<file path="config.mk">
export PLATFORM = sky130hd
export DESIGN_NAME = uart_tx_ctrl
export DESIGN_NICKNAME = d
export VERILOG_FILES = /design/src/rtl/uart_pkg.sv /design/src/rtl/uart_tx_fifo.sv /design/src/rtl/uart_tx_ctrl.sv
export SDC_FILE = /design/constraint.sdc
export NUM_CORES = 1
export LEC_CHECK = 0
export CORE_MARGIN = 2
export CORE_UTILIZATION = 23
export DETAILED_ROUTE_END_ITERATION = 8
export GPL_TIMING_DRIVEN = 0
export PLACE_DENSITY_LB_ADDON = 0.12
export SYNTH_ARGS = -nofsm -noshare
export SYNTH_HDL_FRONTEND = slang
export SYNTH_HIERARCHICAL = 1
export SYNTH_SLANG_ARGS = --single-unit
</file>
<file path="constraint.sdc">
create_clock -name clk -period 6.45 [get_ports clk]
set_input_delay 0.9675 -clock clk [delete_from_list [all_inputs] [get_ports clk]]
set_output_delay 0.9675 -clock clk [all_outputs]
set_load 0.005 [all_outputs]
</file>
<file path="src/rtl/uart_pkg.sv">
// rtl/uart_pkg.sv - shared constants and types for the UART transmit path
//
// Holds the data width, the transmit-controller state encoding and the
// default start-acknowledge timeout used by uart_tx_ctrl.
package uart_pkg;

  localparam int DATA_W              = 8;
  localparam int ACK_TIMEOUT_DEFAULT = 4096;

  typedef enum logic [1:0] {
    IDLE = 2'd0,
    REQ  = 2'd1,
    SEND = 2'd2
  } uart_tx_ctrl_state_t;

endpackage

</file>
<file path="src/rtl/uart_tx_fifo.sv">
// rtl/uart_tx_fifo.sv - synchronous byte FIFO feeding the transmit sequencer
//
// Ports:
//   clk, rst_n        system clock, asynchronous active-low reset
//   push, push_data   write strobe and byte; accepted when not full or popping
//   pop               removes the head entry (caller only pops when not empty)
//   head              byte at the read pointer, decoded from registered storage
//   full, empty       occupancy flags decoded from the pointers
//   level             current occupancy, 0..DEPTH
//   drop              high in a cycle where a push is discarded (full, no pop)
module uart_tx_fifo
  import uart_pkg::*;
#(
  parameter int DEPTH = 8
) (
  input  logic                     clk,
  input  logic                     rst_n,
  input  logic                     push,
  input  logic [DATA_W-1:0]        push_data,
  input  logic                     pop,
  output logic [DATA_W-1:0]        head,
  output logic                     full,
  output logic                     empty,
  output logic [$clog2(DEPTH):0]   level,
  output logic                     drop
);

  localparam int AW = $clog2(DEPTH);

  // Pointers carry one extra wrap bit so full and empty are distinguishable.
  logic [AW:0]       wr_ptr_q, wr_ptr_d;
  logic [AW:0]       rd_ptr_q, rd_ptr_d;
  logic [DATA_W-1:0] mem_q [DEPTH];
  logic [DATA_W-1:0] mem_d [DEPTH];
  logic              accept;
  logic              do_pop;

  assign empty  = (wr_ptr_q == rd_ptr_q);
  assign full   = (wr_ptr_q[AW] != rd_ptr_q[AW]) &&
                  (wr_ptr_q[AW-1:0] == rd_ptr_q[AW-1:0]);
  assign level  = wr_ptr_q - rd_ptr_q;
  assign head   = mem_q[rd_ptr_q[AW-1:0]];

  // A pop frees the slot in the same cycle, so a push into a full FIFO is
  // still accepted when it coincides with a pop.
  assign do_pop = pop && !empty;
  assign accept = push && (!full || do_pop);
  assign drop   = push && full && !do_pop;

  always_comb begin
    mem_d    = mem_q;
    wr_ptr_d = wr_ptr_q;
    rd_ptr_d = rd_ptr_q;
    if (accept) begin
      mem_d[wr_ptr_q[AW-1:0]] = push_data;
      wr_ptr_d                = wr_ptr_q + 1'b1;
    end
    if (do_pop) begin
      rd_ptr_d = rd_ptr_q + 1'b1;
    end
  end

  always_ff @(posedge clk or negedge rst_n) begin
    if (!rst_n) begin
      wr_ptr_q <= '0;
      rd_ptr_q <= '0;
      for (int i = 0; i < DEPTH; i++) begin
        mem_q[i] <= '0;
      end
    end else begin
      wr_ptr_q <= wr_ptr_d;
      rd_ptr_q <= rd_ptr_d;
      mem_q    <= mem_d;
    end
  end

endmodule

</file>
<file path="src/rtl/uart_tx_ctrl.sv">
// rtl/uart_tx_ctrl.sv - byte-queueing start/busy/done sequencer for the UART transmitter
//
// Optional feature macro: UART_TX_CTRL_TIMEOUT_EN (start-acknowledge timeout).
//
// Ports:
//   clk, rst_n             system clock, asynchronous active-low reset
//   enable                 launch enable; a frame in flight always completes
//   wr_en, wr_data         byte push from the register slice
//   full, empty, level     FIFO occupancy
//   overflow               sticky, set when a push is dropped
//   clr_status             pulse clearing overflow and timeout_err
//   tx_start, tx_data      registered frame request and byte to the transmitter
//   tx_enable              transmitter enable
//   tx_busy, tx_done       transmitter frame-in-progress / end-of-frame
//   idle                   IDLE state with an empty FIFO
//   timeout_err            sticky start-acknowledge timeout flag
module uart_tx_ctrl
  import uart_pkg::*;
#(
  parameter int DEPTH       = 8,
  parameter int ACK_TIMEOUT = ACK_TIMEOUT_DEFAULT
) (
  input  logic                   clk,
  input  logic                   rst_n,
  input  logic                   enable,
  input  logic                   wr_en,
  input  logic [DATA_W-1:0]      wr_data,
  output logic                   full,
  output logic                   empty,
  output logic [$clog2(DEPTH):0] level,
  output logic                   overflow,
  input  logic                   clr_status,
  output logic                   tx_start,
  output logic                   tx_enable,
  output logic [DATA_W-1:0]      tx_data,
  input  logic                   tx_busy,
  input  logic                   tx_done,
  output logic                   idle,
  output logic                   timeout_err
);

  uart_tx_ctrl_state_t state_q, state_d;
  logic                tx_start_q, tx_start_d;
  logic [DATA_W-1:0]   tx_data_q, tx_data_d;
  logic                overflow_q, overflow_d;
  logic [DATA_W-1:0]   head;
  logic                pop;
  logic                drop;
  logic                launch;
  logic                ack_expired;

  uart_tx_fifo #(.DEPTH(DEPTH)) u_fifo (
    .clk       (clk),
    .rst_n     (rst_n),
    .push      (wr_en),
    .push_data (wr_data),
    .pop       (pop),
    .head      (head),
    .full      (full),
    .empty     (empty),
    .level     (level),
    .drop      (drop)
  );

  // State register
  always_ff @(posedge clk or negedge rst_n) begin
    if (!rst_n) begin
      state_q <= IDLE;
    end else begin
      state_q <= state_d;
    end
  end

  // Next-state logic; launch looks at registered empty, so a byte pushed this
  // cycle cannot be popped until the next one.
  always_comb begin
    state_d = state_q;
    case (state_q)
      IDLE: if (enable && !empty && !tx_busy) state_d = REQ;
      REQ: begin
        if (tx_busy)          state_d = SEND;
        else if (ack_expired) state_d = IDLE;
      end
      SEND: if (tx_done) state_d = IDLE;
      default: state_d = IDLE;
    endcase
  end

  assign launch = (state_q == IDLE) && (state_d == REQ);

  // Output logic
  always_comb begin
    pop        = 1'b0;
    tx_start_d = tx_start_q;
    tx_data_d  = tx_data_q;
    if (launch) begin
      pop        = 1'b1;
      tx_start_d = 1'b1;
      tx_data_d  = head;
    end
    // Leaving REQ for either reason (acknowledged or timed out) ends the request.
    if ((state_q == REQ) && (state_d != REQ)) begin
      tx_start_d = 1'b0;
    end
    // A new event in the same cycle as clr_status keeps the flag set.
    overflow_d = (overflow_q && !clr_status) || drop;
  end

  always_ff @(posedge clk or negedge rst_n) begin
    if (!rst_n) begin
      tx_start_q <= 1'b0;
      tx_data_q  <= '0;
      overflow_q <= 1'b0;
    end else begin
      tx_start_q <= tx_start_d;
      tx_data_q  <= tx_data_d;
      overflow_q <= overflow_d;
    end
  end

`ifdef UART_TX_CTRL_TIMEOUT_EN
  localparam int CW = (ACK_TIMEOUT > 2) ? $clog2(ACK_TIMEOUT) : 1;

  logic [CW-1:0] ack_cnt_q, ack_cnt_d;
  logic          timeout_err_q, timeout_err_d;

  // REQ lasts at most ACK_TIMEOUT cycles; the popped byte is simply abandoned.
  assign ack_expired = (state_q == REQ) && !tx_busy &&
                       (ack_cnt_q == CW'(ACK_TIMEOUT - 1));

  always_comb begin
    ack_cnt_d = ack_cnt_q;
    if (launch) begin
      ack_cnt_d = '0;
    end else if (state_q == REQ) begin
      ack_cnt_d = ack_cnt_q + 1'b1;
    end
    timeout_err_d = (timeout_err_q && !clr_status) || ack_expired;
  end

  always_ff @(posedge clk or negedge rst_n) begin
    if (!rst_n) begin
      ack_cnt_q     <= '0;
      timeout_err_q <= 1'b0;
    end else begin
      ack_cnt_q     <= ack_cnt_d;
      timeout_err_q <= timeout_err_d;
    end
  end

  assign timeout_err = timeout_err_q;
`else
  assign ack_expired = 1'b0;
  assign timeout_err = 1'b0;
`endif

  assign tx_start  = tx_start_q;
  assign tx_data   = tx_data_q;
  assign overflow  = overflow_q;
  assign tx_enable = enable || (state_q != IDLE);
  assign idle      = (state_q == IDLE) && empty;

endmodule

</file>
==> impl_metrics.toml <==
[synth]
ys_top_cells_by_count = "84 x dfrtp_1, 74 x mux2_2, 29 x nand2_1, 16 x mux4_2, 10 x inv_1"
synth_cells = 271
synthArstFlopShare_pct = 100
synth_edf_count = 0
syn_area_per_cell_um2 = 14.7
syn_area_mm2 = 0.00397
yosysUniqueCellTypes = 35
synth_area_leaders = "dfrtp_1 53%, mux2_2 21%, mux4_2 9.1%"
ys_warn_count = 6
yosysTopAreaCell = "dfrtp_1"
syn_nets = 292
synth-main-ff-cell = "dfrtp_1"
seq_area_frac_synth_pct = 52.9
yosys.cell_count.top_type = "dfrtp_1"
yosysTopAreaCellShare_pct = 52.9
ys_ff_latch = 84

[die]
die_area_mm2 = 0.0183
core_region_area_mm2 = 0.0171
row_count = 48
fp.dieH_um = 135
fp.dieW_um = 135
start_util_pct = 23.2
ios = 34

[power]
ir_drop_mv = 0.215
leakagePower_nw = 2.07
powerDensity_mw_per_mm2 = 535

[clocking]
cts.sinks = 84
insertion_delay_ns = 0.34
postCtsSetupBuffers = 0
htree_levels = 3
cts-root-buf = "clkbuf_16"
cts_made_buffers = 9
cts_hold_buf = 0
cts_tree = "done"
cts.repair.resized = 0
cts_buffer_depth = 2
clk_pin_slew_worst_paths_ns = 0.06

[global_routing]
grt_use_total_pct = 11.3
grt_antenna_before_repair = 0
grt_pass1_vias = 2519
grt_overflow = 0
grt_first_pass_wirelength_um = 14900
grt_max_degree = 57

[drt]
routed_wirelength_um = 9550
drc = 0
wire_per_inst_um = 17.5
firstDrtPassIters = 4
first_iter_violations = 150
dr_total_vias = 2303
vias_per_cell = 4.23
ant_nets = 0

[setup_path]
timing.rr.start = "u_fifo/rd_ptr_q[1]"
critPathKind = "reg -> reg"
critical_path.cell_chain = "clkbuf_1 -> buf_1 -> inv_1 -> ha_1 -> nand4_1 -> inv_1 -> nand2b_1 -> nor4_4 -> or3_4 -> nand4b_2 -> mux2_2"
crit_path_start_kind = "flip-flop"
cp_common_cell = "inv_1"
worst-path-max-fanout = 13
cpMaxStageDelayCell = "nor4_4"
setup.worst_path.end_class = "flip-flop"
reg2reg_to = "u_fifo/mem_q[52]"
cpPeakStageDelay_ns = 0.94
crit_required_ns = 6.68
ff2ff_path_depth = 11
r2r_slack_ns = 1.53
worstPathArrival_ns = 5.15

[sta]
timing.fmax_mhz = 203
rsz0062_at_grt = "no"
setup_tns_ns = 0
slew_headroom_pct = 15.8
min_period_ns = 4.92
setup_ws_ns = 1.53
fin_worst_skew_ns = 0.00372
maxSlewViolCount = 0
tightest_slew_ns = 1.25
whs_ns = 0.488
fin_crit_sh_pct = 76.2
hold_violations = 0
finalSetupViolCount = 0

[placed_design]
place.port_buffers = 32
dp_hpwl_um = 5840
pre_cts_ws_ns = 1.35
place.gp.congestion = 0.670
postPlaceCellArea_mm2 = 0.00460

[layout]
antenna_cells = 0
n_fill_cell = 1719
multi_input_comb_area_mm2 = 0.00178
final_cell_area_mm2 = 0.00490
syn2layout_area_growth_pct = 23.4
drive_gt1_share_pct = 39.4
nNetsFinal = 336
seqCellArea_mm2 = 0.00210

[status]
status = "finished, final reports clean"

[min_path]
min-delay-start = "tx_start"
min_delay_path_depth = 1
min_to = "tx_start"
hold_class = "reg -> reg"

[flow_run]
drv_cap = 0
==> flip-flops by register name, summed over array words and instances, names as in the netlist <==
register	count
u_fifo/mem_q	64
tx_data	8
u_fifo/rd_ptr_q	4
u_fifo/wr_ptr_q	4
state_q	2
overflow	1
tx_start	1
==> stage by stage <==
step                      utilization, %  total power, mW  instances
after detailed placement            26.9             2.12        529
after global placement              26.7             2.10        528
after global routing                28.6             2.81        545
after floorplan                        -             1.71        271
final                               28.6             2.62        545
after CTS                           28.6             2.67        545
==> critical path: cells and delay by family (launching register included) <==
family,cells,cell delay (ns)
flip-flops,1,0.39
multiplexers,1,0.44
AND/OR/NAND/NOR,5,2.05
buffers and inverters,4,1.56
adder cells (fa/ha/maj),1,0.34
==> routing by layer <==
layer / share of wire, % / up-vias / GRT usage [%]
met5: 0 / - / 0
met4: 1.6 / 0 / 4.46
met3: 3.3 / 11 / 3.11
met2: 47 / 35 / 18.0
met1: 48 / 1195 / 14.8
li1: - / 1062 / -
==> logic make-up after synthesis <==
kind of cell / after synthesis / synth area share, %
and+or+nand+nor: 56 / 9.74
adders and majority gates: 6 / 2.08
DFF: 84 / 52.9
xor gates and xnor gates: 9 / 1.98
muxes: 90 / 30.1
other: 1 / 0.0944
AOI/OAI and AO/OA: 5 / 0.819
buffers and inverters: 20 / 2.30
==> cells in the final DEF (no fill, tap or decap), types with 3 or more instances in the layout <==
master and count:
buf_2 3, clkbuf_16 9, clkdlybuf4s50_1 31, clkinv_2 4, dfrtp_1 84, ha_1 5
inv_1 10, mux2_2 74, mux4_2 16, nand2_1 29, nand3_1 4, nor2_1 5
xnor2_1 9
==> cell type report <==
| class | instances | share of cell area (%) |
|---|---|---|
| Sequential cell | 84 | 42.9 |
| Multi-Input combinational cell | 167 | 36.3 |
| Timing Repair Buffer | 33 | 7.05 |
| Tap cell | 225 | 5.74 |
| Clock buffer | 11 | 5.16 |
| Clock inverter | 5 | 1.02 |
| Buffer | 9 | 1.02 |
| Inverter | 11 | 0.842 |
==> worst max path at each step <==
stage | start | to
2_1_floorplan | u_fifo/rd_ptr_q[1] | u_fifo/mem_q[56]
3_3_place_gp | rst_n | tx_data[2]
3_5_place_dp | u_fifo/rd_ptr_q[1] | u_fifo/mem_q[52]
4_1_cts | u_fifo/rd_ptr_q[1] | u_fifo/mem_q[52]
5_1_grt | u_fifo/rd_ptr_q[1] | u_fifo/mem_q[23]
6_report | u_fifo/rd_ptr_q[1] | u_fifo/mem_q[52]
==> power breakdown <==
part	internal, mW	leakage [nW]	switching, mW	total (mW)
logic	0.668	0.900	0.496	1.16
registers	0.791	1.01	0.138	0.930
clock network	0.318	0.155	0.212	0.530
total	1.78	2.07	0.846	2.62
Power figures use the tool's default switching activity.
